[src/rtl/bus_arbiter.sv]
// Round-robin bus arbiter with parking on the last owner and a
// contended-hold limit that forces a hand-off at a transfer boundary.
module bus_arbiter #(
    parameter int MASTER_CH = 4,
    parameter int OWNER_W   = 2,
    parameter int MAX_HOLD  = 16
) (
    input  logic                 clk,
    input  logic                 reset,
    input  logic [MASTER_CH-1:0] m_req_,
    input  logic                 m_as_,
    input  logic                 m_rdy_,
    output logic [MASTER_CH-1:0] m_grnt_,
    output logic [OWNER_W-1:0]   owner,
    output logic [7:0]           hold_cnt
);

    localparam logic [7:0] HOLD_LIM = 8'(MAX_HOLD);

    logic [MASTER_CH-1:0] req;
    logic [MASTER_CH-1:0] others;
    logic                 own_req;
    logic                 contended;
    logic                 boundary;
    logic                 force_ho;
    logic                 found;
    logic                 switch_own;
    logic [OWNER_W-1:0]   cand;
    logic [OWNER_W-1:0]   nxt;
    logic [OWNER_W-1:0]   owner_d;
    logic [7:0]           hold_d;

    assign req       = ~m_req_;
    assign own_req   = req[owner];
    assign others    = req & ~(MASTER_CH'(1) << owner);
    assign contended = own_req && (|others);
    assign boundary  = m_as_ || !m_rdy_;
    assign force_ho  = (MAX_HOLD != 0) && (hold_cnt >= HOLD_LIM) && boundary;

    // First requester after the owner, wrapping; the owner itself is never
    // a candidate, so a release with no other request simply parks.
    always_comb begin
        found = 1'b0;
        nxt   = owner;
        cand  = owner;
        for (int i = 1; i < MASTER_CH; i++) begin
            cand = OWNER_W'((int'(owner) + i) % MASTER_CH);
            if (!found && req[cand]) begin
                found = 1'b1;
                nxt   = cand;
            end
        end
    end

    assign switch_own = found && (!own_req || force_ho);

    always_comb begin
        owner_d = owner;
        hold_d  = 8'd0;
        if (switch_own) begin
            owner_d = nxt;
        end else if (contended) begin
            hold_d = (hold_cnt == 8'hff) ? hold_cnt : hold_cnt + 8'd1;
        end
    end

    always_ff @(posedge clk) begin
        if (reset) begin
            owner    <= '0;
            m_grnt_  <= ~(MASTER_CH'(1));
            hold_cnt <= 8'd0;
        end else begin
            owner    <= owner_d;
            m_grnt_  <= ~(MASTER_CH'(1) << owner_d);
            hold_cnt <= hold_d;
        end
    end

endmodule

[config.mk]
export PLATFORM = sky130hd
export DESIGN_NAME = bus_arbiter
export DESIGN_NICKNAME = d
export VERILOG_FILES = /design/src/rtl/bus_arbiter.sv
export SDC_FILE = /design/constraint.sdc
export NUM_CORES = 1
export LEC_CHECK = 0
export ABC_AREA = 1
export BUFFER_PORTS_ARGS = -buffer_cell sky130_fd_sc_hd__buf_2
export CAP_MARGIN = 0
export CELL_PAD_IN_SITES_DETAIL_PLACEMENT = 2
export CELL_PAD_IN_SITES_GLOBAL_PLACEMENT = 2
export CORE_ASPECT_RATIO = 0.7
export CORE_MARGIN = 2
export CORE_UTILIZATION = 26
export CTS_CLUSTER_SIZE = 28
export DETAILED_ROUTE_END_ITERATION = 10
export GPL_TIMING_DRIVEN = 1
export PLACE_DENSITY_LB_ADDON = 0.1
export SYNTH_ARGS = -nofsm -noshare
export SYNTH_HDL_FRONTEND = slang
export SYNTH_SLANG_ARGS = --single-unit
[constraint.sdc]
create_clock -name clk -period 1.7 [get_ports clk]
set_input_delay 0.085 -clock clk [delete_from_list [all_inputs] [get_ports clk]]
set_output_delay 0.085 -clock clk [all_outputs]
set_load 0.005 [all_outputs]
# After elaboration in Yosys (flattened, before gate mapping)
# Cells that the tools add are included.
[totals]
reg_bits = 14
input_bits = 8
word_cells = 48
[op_classes]
add_sub_neg = 4
n_lt_le_gt_ge = 5
n_eq_ne = 1
n_shift = 2
muxes = 15
bitwise_logic = 5
n_reduce_logical = 13
[ops]
columns = ["op", "n"]
rows = [
  ["2-bit by 3-bit less-than comparator with 1-bit output (second input constant)", 4],
  ["4-bit NOT", 3],
  ["8-bit by 1-bit adder with 8-bit output (second input constant)", 1],
  ["1-bit binary-select mux with 2-bit select", 4],
  ["8-bit == test (second input constant)", 1],
  ["8-bit by 5-bit greater-or-equal comparator with 1-bit output (second input constant)", 1],
  ["2-bit 2-to-1 mux", 4],
  ["1-bit by 2-bit << shifter with 4-bit output (first input constant)", 2],
  ["1-bit 2-to-1 mux", 7],
  ["1-bit logical AND", 5],
  ["2-bit adder (second input constant)", 2],
  ["4-bit bitwise AND", 1],
  ["1-bit logical NOT", 4],
  ["4-bit OR reduction", 1],
  ["3-bit OR reduction", 1],
  ["2-bit by 1-bit adder with 2-bit output (second input constant)", 1],
  ["1-bit logical OR", 2],
  ["1-bit NOT", 1],
]

# Logic depth before layout (Yosys ltp)
# Gate-level depths: netlist of run 1.
[logic_depth]
word_depth = 14
ltp_mapped = 12
ltp_nobuf = 12

# Worst setup path after synthesis of run 1
# No wires, ideal clock.
[synth_timing]
path_type = "flip-flop to flip-flop"
startpoint = "register owner[0]"
endpoint = "register m_grnt_[1]"
setup_time_ps = 111
arrival_time_ps = 1531
t_required_ps = 1589
slack_ps = 58
path_stages_with_launch = 13
period_less_slack_ps = 1642
cell_sequence = "dfxtp_1 inv_2 ha_1 inv_1 nand3_1 nand2_1 nand2_1 nand3_1 nand2_1 nand2_2 nand2_2 inv_2 nand2_2"
[synth_via]
elab_chain_cells = 14
word_cells_on_any_way = 27
classes_between = "add/sub: 3; shift: 1; mux: 15; bitwise: 1; reduce/logical: 7"
[synth_lines]
columns = ["item", "line", "source"]
rows = [
  ["from (decl)", "14", "output logic [OWNER_W-1:0] owner,"],
  ["from (signal assigned)", "73", "owner <= owner_d;"],
  ["2-bit by 1-bit adder with 2-bit output", "47", "cand = OWNER_W'((int'(owner) + i) % MASTER_CH);"],
  ["1-bit binary-select mux with 2-bit select", "48", "if (!found && req[cand]) begin"],
  ["1-bit 2-to-1 mux (implied by the code)", "48", ""],
  ["1-bit 2-to-1 mux", "48", ""],
  ["1-bit logical NOT", "48", ""],
  ["1-bit logical AND", "48", ""],
  ["1-bit 2-to-1 mux", "48", ""],
  ["1-bit logical NOT", "48", ""],
  ["1-bit logical AND", "48", ""],
  ["1-bit 2-to-1 mux", "48", ""],
  ["1-bit logical AND", "55", "assign switch_own = found && (!own_req || force_ho);"],
  ["2-bit 2-to-1 mux *", "60", "if (switch_own) begin"],
  ["1-bit by 2-bit << shifter with 4-bit output *", "74", "m_grnt_ <= ~(MASTER_CH'(1) << owner_d);"],
  ["4-bit NOT *", "74", ""],
  ["to (signal assigned)", "70", "m_grnt_ <= ~(MASTER_CH'(1));"],
  ["to (signal assigned)", "74", ""],
  ["to (decl)", "13", "output logic [MASTER_CH-1:0] m_grnt_,"],
]
# Mark *: on every way between the ends. The rest lies on a longest branch, timed or not. The select of a mux whose other input is x is not followed.
# A chain may end at the register's enable or synchronous reset.

# Worst setup path in the final report of run 1
# Ends and elaborated chain as after synthesis.

==> results of run 1 <==
-- cell type report --
type	instances	area, um^2	area share
Clock buffer	4	55.1	0.0450
Inverter	22	82.6	0.0675
Multi-Input combinational cell	92	586	0.479
Sequential cell	14	280	0.229
Tap cell	50	62.6	0.0511
Timing Repair Buffer	28	158	0.129
-- cells by family after synthesis --
kind of cell,after synthesis,synth area share
AND/OR/NAND/NOR,70,0.398
XOR/XNOR,5,0.0472
adder cells (fa/ha/maj),6,0.0809
flip-flops,14,0.302
buffers and inverters,22,0.0889
AO/OA/AOI/OAI,11,0.0836
-- layout by cell type, fill, tap and decap left out, types with 3 or more instances in the layout --
cell type | Yosys | final
nor2_1 | 14 | 14
nand2_1 | 24 | 23
xor2_1 | 4 | 4
inv_1 | 19 | 18
nand3_1 | 12 | 11
nand2_4 | 3 | 3
ha_1 | 6 | 5
o21ai_0 | 3 | 3
nand3_2 | 3 | 4
a21oi_1 | 4 | 4
buf_2 | 0 | 21
nand2_2 | 6 | 7
inv_2 | 3 | 4
buf_4 | 0 | 7
dfxtp_1 | 14 | 14
clkbuf_8 | 0 | 4
-- layer usage --
metal	vias up	GRT usage	wire length, um
met5	-	0	0
met4	0	0.0175	0
met3	0	0.0393	85
met2	15	0.206	1060
met1	409	0.228	1560
li1	470	-	-
-- worst max-delay path, cell delays in order, from the launching register on --
cell and delay (ps):
dfxtp_1 320, inv_2 160, ha_4 240, inv_2 60, nand3_1 80, nand2_1 80, nand2_1 60, nand2_1 70
nand2_1 50, nand2_1 90, nand2_1 90, nand2_1 90, nand2_2 50
-- sequential cells by signal, indices dropped and copies added, names as in the netlist --
name and cells:
hold_cnt 8, m_grnt_ 4, owner 2
-- through the flow --
stage / TNS (ps) / instances
final: 0 / 210
after global routing: 0 / 210
after detailed placement: -20.2 / 206
after floorplan: 0 / 128
after CTS: 0 / 210
after global placement: 0 / 206
-- worst min path at each step --
stage | startpoint | end | slack (ps) | cells after the start
global route | reset | m_grnt_[3] | 180 | 3
global placement | reset | m_grnt_[2] | 410 | 3
detailed placement | reset | m_grnt_[3] | 410 | 3
floorplan | reset | m_grnt_[2] | 240 | 2
finish | reset | m_grnt_[3] | 170 | 3
CTS | reset | m_grnt_[3] | 170 | 3
-- power by group through the flow --
| stage | clock network [uW] | registers [uW] | logic (uW) |
|---|---|---|---|
| 3_5_place_dp | 0 | 445 | 1100 |
| 6_report | 318 | 440 | 1140 |
| 2_1_floorplan | 0 | 472 | 722 |
| 3_3_place_gp | 0 | 442 | 1080 |
| 4_1_cts | 333 | 442 | 1120 |
| 5_1_grt | 353 | 449 | 1300 |
==> impl_metrics.csv, run 1 <==
group,metric,value,unit
synth,synth_area_per_cell,7.25,um^2
synth,async_reset_ff_frac,0,
die,ios,22,
layout,fillers,432,
layout,utilization,0.353,
worst_setup_path,worstPathRequired,1840,ps
sta,setup_ws,156,ps
worst_setup_path,reg2reg_to,"m_grnt_[1]",
layout,design_area,1220,um^2
die,dieArea,4070,um^2
power_and_ir_drop,vdd_drop_max,505,uV
worst_setup_path,r2r_slack,160,ps
sta,hold_viol,0,
global_route,grt_overflow,0,
sta,finalSetupViolCount,0,
die,core_area,3470,um^2
routing,drtIter0Drc,14,
die,num_rows,18,
power_and_ir_drop,switching_power,877,uW
sta,layout_min_cycle_time,1540,ps
synth,yosys.area.top_type,"dfxtp_1",
cts,cts_buffers,3,
worst_setup_path,worst-path-max-fanout,7,
place,dp_slack,-20.2,ps
sta,fin_crit_sh,0.908,
power_and_ir_drop,clock_power_share,0.168,
global_route,grt_pass1_wl,4440,um
synth,postSynthCellCount,128,
global_route,gr-usage-all-layers,0.148,
synth,yosysMostFrequentCell,"nand2_1",
synth,yosysTopAreaCellShare,0.302,
synth,synthTopCellsByArea,"dfxtp_1 30%, nand2_1 9.7%, ha_1 8.1%, inv_1 7.7%, nand3_1 6.5%",
power_and_ir_drop,sequentialPowerShare,0.232,
cts,clockBufferDepth,2,
sta,fmax,648,MHz
cts,cts_resized,1,
status,status,"finished clean",
sta,hold_ws,168,ps
power_and_ir_drop,cell_internal_pwr,1020,uW
layout,drive_gt1_frac,0.350,
sta,clock-skew-final,0.836,ps
sta,maxSlewHeadroom,0.764,
synth,synth_edf_count,0,
place,gp_congestion,0.760,
global_route,grt_max_degree,9,
synth,synth.distinct_cells,22,
min_path,hold_path.class,"in2reg",
synth,syn-cell-area,928,um^2
synth,ys_ff_latch,14,
routing,drt_pre_antenna_iters,3,
cts,clkLatencyLatePin,240,ps
place,dpl.hpwl,2290,um
worst_setup_path,crit_start,"owner[0]",
synth,synth_commonest_cells,"24 x nand2_1, 19 x inv_1, 14 x dfxtp_1, 14 x nor2_1, 12 x nand3_1",
global_route,antenna_found_initial,0,
power_and_ir_drop,power_leakage,0.000585,uW
cts,hold_buffers,0,
routing,drc,0,
die,start_util,0.268,
power_and_ir_drop,p_sw_frac,0.463,
sta,rsz0062_at_grt,"false",
layout,area_growth,31.8,%
worst_setup_path,worstReg2RegStart,"owner[0]",
routing,routedWlPerCell,12.9,um
cts,cts_setup_buffers,0,
power_and_ir_drop,finalPower,1900,uW
power_and_ir_drop,comb_power_share,0.600,
power_and_ir_drop,powerDensity,1550,nW/um^2
worst_setup_path,critPathKind,"reg2reg",
sta,tightest_slew,351,ps
worst_setup_path,rr_worst_depth,12,
die,die_y,54.0,um
routing,viasPerCell,4.26,
routing,vias,894,
synth,ys_seq_area_frac,0.302,
synth,yosysWarnings,0,
worst_setup_path,endpoint_kind,"flip-flop",
cts,cts_tree,"yes",
synth,syn_nets,142,
cts,clock_sinks,14,
sta,slew_violations,0,
worst_setup_path,worstSetupStartpointType,"flip-flop",
synth,synth_ff_type,"dfxtp_1",
layout,final_nets,175,
layout,num_antenna_cells,0,
routing,drt_wl_total,2710,um
place,place_area,1150,um^2
global_route,grt_pass1_vias,917,
die,die_w,75.4,um
cts,clk_root_buffer_cell,"clkbuf_8",
place,io_buffers,21,
worst_setup_path,crit_end,"m_grnt_[1]",
run,cap_violations,0,
cts,cts_max_level,1,
routing,drtAntennaViolNets,0,
worst_setup_path,arrival,1690,ps
cts,clkTransAtPathRegs,60,ps
Power figures use the tool's default switching activity.
==> run 2, diff against run 1 <==
Settings changed: BUFFER_PORTS_ARGS -buffer_cell sky130_fd_sc_hd__buf_2 to -buffer_cell sky130_fd_sc_hd__buf_4, PLACE_DENSITY set to 0.84, PLACE_DENSITY_LB_ADDON 0.1 to unset.
==> impl_metrics.csv, run 2 (synthesis gave the netlist of run 1 again) <==
group,metric,value,unit
status,status,"finished clean",
routing,routedWlPerCell,16.0,um
sta,maxSlewHeadroom,0.725,
routing,drt_wl_total,3380,um
layout,mostFrequentLayoutCell,"buf_4",
worst_setup_path,path_common_cell,"nor2_1",
die,ios,22,
cts,clock_sinks,14,
sta,finalSetupViolCount,0,
power_and_ir_drop,power_leakage,0.000601,uW
global_route,antenna_found_initial,0,
cts,clkTransAtPathRegs,60,ps
sta,fin_crit_sh,0.997,
cts,clockBufferDepth,2,
cts,clk_root_buffer_cell,"clkbuf_8",
worst_setup_path,arrival,1830,ps
routing,drt_pre_antenna_iters,4,
layout,top_regs,"hold_cnt (8), m_grnt_ (4), owner (2)",
layout,largest_reg_flops,8,
worst_setup_path,worstPathRequired,1830,ps
place,gp_congestion,0.786,
power_and_ir_drop,powerDensity,1580,nW/um^2
worst_setup_path,crit_slowest_cell,"nor4_1",
cts,cts_max_level,1,
worst_setup_path,crit_family,"simple AND/OR/NAND/NOR gates",
routing,drc,0,
sta,hold_viol,0,
place,io_buffers,21,
worst_setup_path,critPathKind,"reg2reg",
die,dieArea,4070,um^2
place,dpl.hpwl,2290,um
power_and_ir_drop,vdd_drop_max,593,uV
sta,hold_ws,166,ps
worst_setup_path,crit_chain,"inv_1, buf_4, ha_1, nor2_1, nor4_1, nor2_1, nand3_4, a21oi_1",
layout,final_nets,176,
cts,hold_buffers,0,
worst_setup_path,critical-path-max-stage-delay,410,ps
global_route,grt_pass1_vias,1013,
layout,largest_register,"hold_cnt",
die,start_util,0.268,
cts,cts_buffers,3,
global_route,grt_pass1_wl,4830,um
global_route,gr-usage-all-layers,0.159,
die,num_rows,18,
worst_setup_path,r2r_slack,5,ps
die,core_area,3470,um^2
global_route,grt_overflow,0,
global_route,grt_max_degree,9,
worst_setup_path,worstSetupStartpointType,"flip-flop",
routing,drtAntennaViolNets,0,
die,die_w,75.4,um
layout,area_growth,39.8,%
min_path,hold_path.class,"in2reg",
worst_setup_path,worst-path-max-fanout,8,
layout,final_cell_mix,"27 x buf_4, 23 x nand2_1, 18 x inv_1",
routing,viasPerCell,4.54,
worst_setup_path,worst-path-buf-inv,2,
layout,drive_gt1_frac,0.360,
die,die_y,54.0,um
sta,fin_tns_setup,0,ps
cts,clkLatencyLatePin,250,ps
worst_setup_path,endpoint_kind,"flip-flop",
routing,vias,957,
sta,fmax,590,MHz
sta,tightest_slew,409,ps
sta,layout_min_cycle_time,1700,ps
sta,slew_violations,0,
run,cap_violations,0,
layout,num_antenna_cells,0,
routing,drtIter0Drc,48,
cts,cts_tree,"yes",
sta,clock-skew-final,0.642,ps
==> run 2: repair_timing <==
item                                    4_1_cts  5_1_grt
buffers inserted                              0        2
endpoints found under the setup margin        0        9
gates resized for setup                       0        8
==> run 2: cell type report <==
type                    instances  area, um^2
repair buffers                 29         225
clock buffers                   4        55.1
well taps                      50        62.6
multi-input cells              92         591
flip-flops and latches         14         282
inverters                      22        82.6
fillers                       418        2170
==> run 2: metal layers <==
metal	GRT usage	share of wire	vias to the layer above
li1	-	-	468
met1	0.212	0.46	469
met2	0.270	0.52	20
met3	0.0356	0.028	0
met4	0.0205	0	0
met5	0	0	-
==> run 2: through the flow <==
step | area, um^2 | worst slack (ps) | util | power, uW | instances
floorplan | 928 | 58.5 | - | 1190 | 128
global route | 1300 | -128 | 0.374 | 2220 | 211
CTS | 1250 | 20.5 | 0.360 | 1960 | 209
detailed placement | 1190 | 61.7 | 0.344 | 1600 | 205
global placement | 1190 | 95.9 | 0.344 | 1530 | 205
finish | 1300 | 4.73 | 0.374 | 2060 | 211
==> run 2: power breakdown <==
part	switching [uW]	internal, uW
logic	792	484
registers	39.5	406
clock network	129	205
total	961	1100
==> run 2: worst paths after layout <==
kind,cells past startpoint,from,end
setup / recovery,8,owner[1],hold_cnt[3]
hold / removal,3,reset,m_grnt_[2]
setup reg to reg,8,owner[1],hold_cnt[3]
hold reg to reg,2,hold_cnt[6],hold_cnt[1]
==> run 2: worst reg2reg max path, stage by stage (launching register included) <==
cell and delay [ps]:
dfxtp_1 310, inv_1 120, buf_4 180, ha_1 150, nor2_1 40, nor4_1 410
nor2_1 150, nand3_4 160, a21oi_1 60
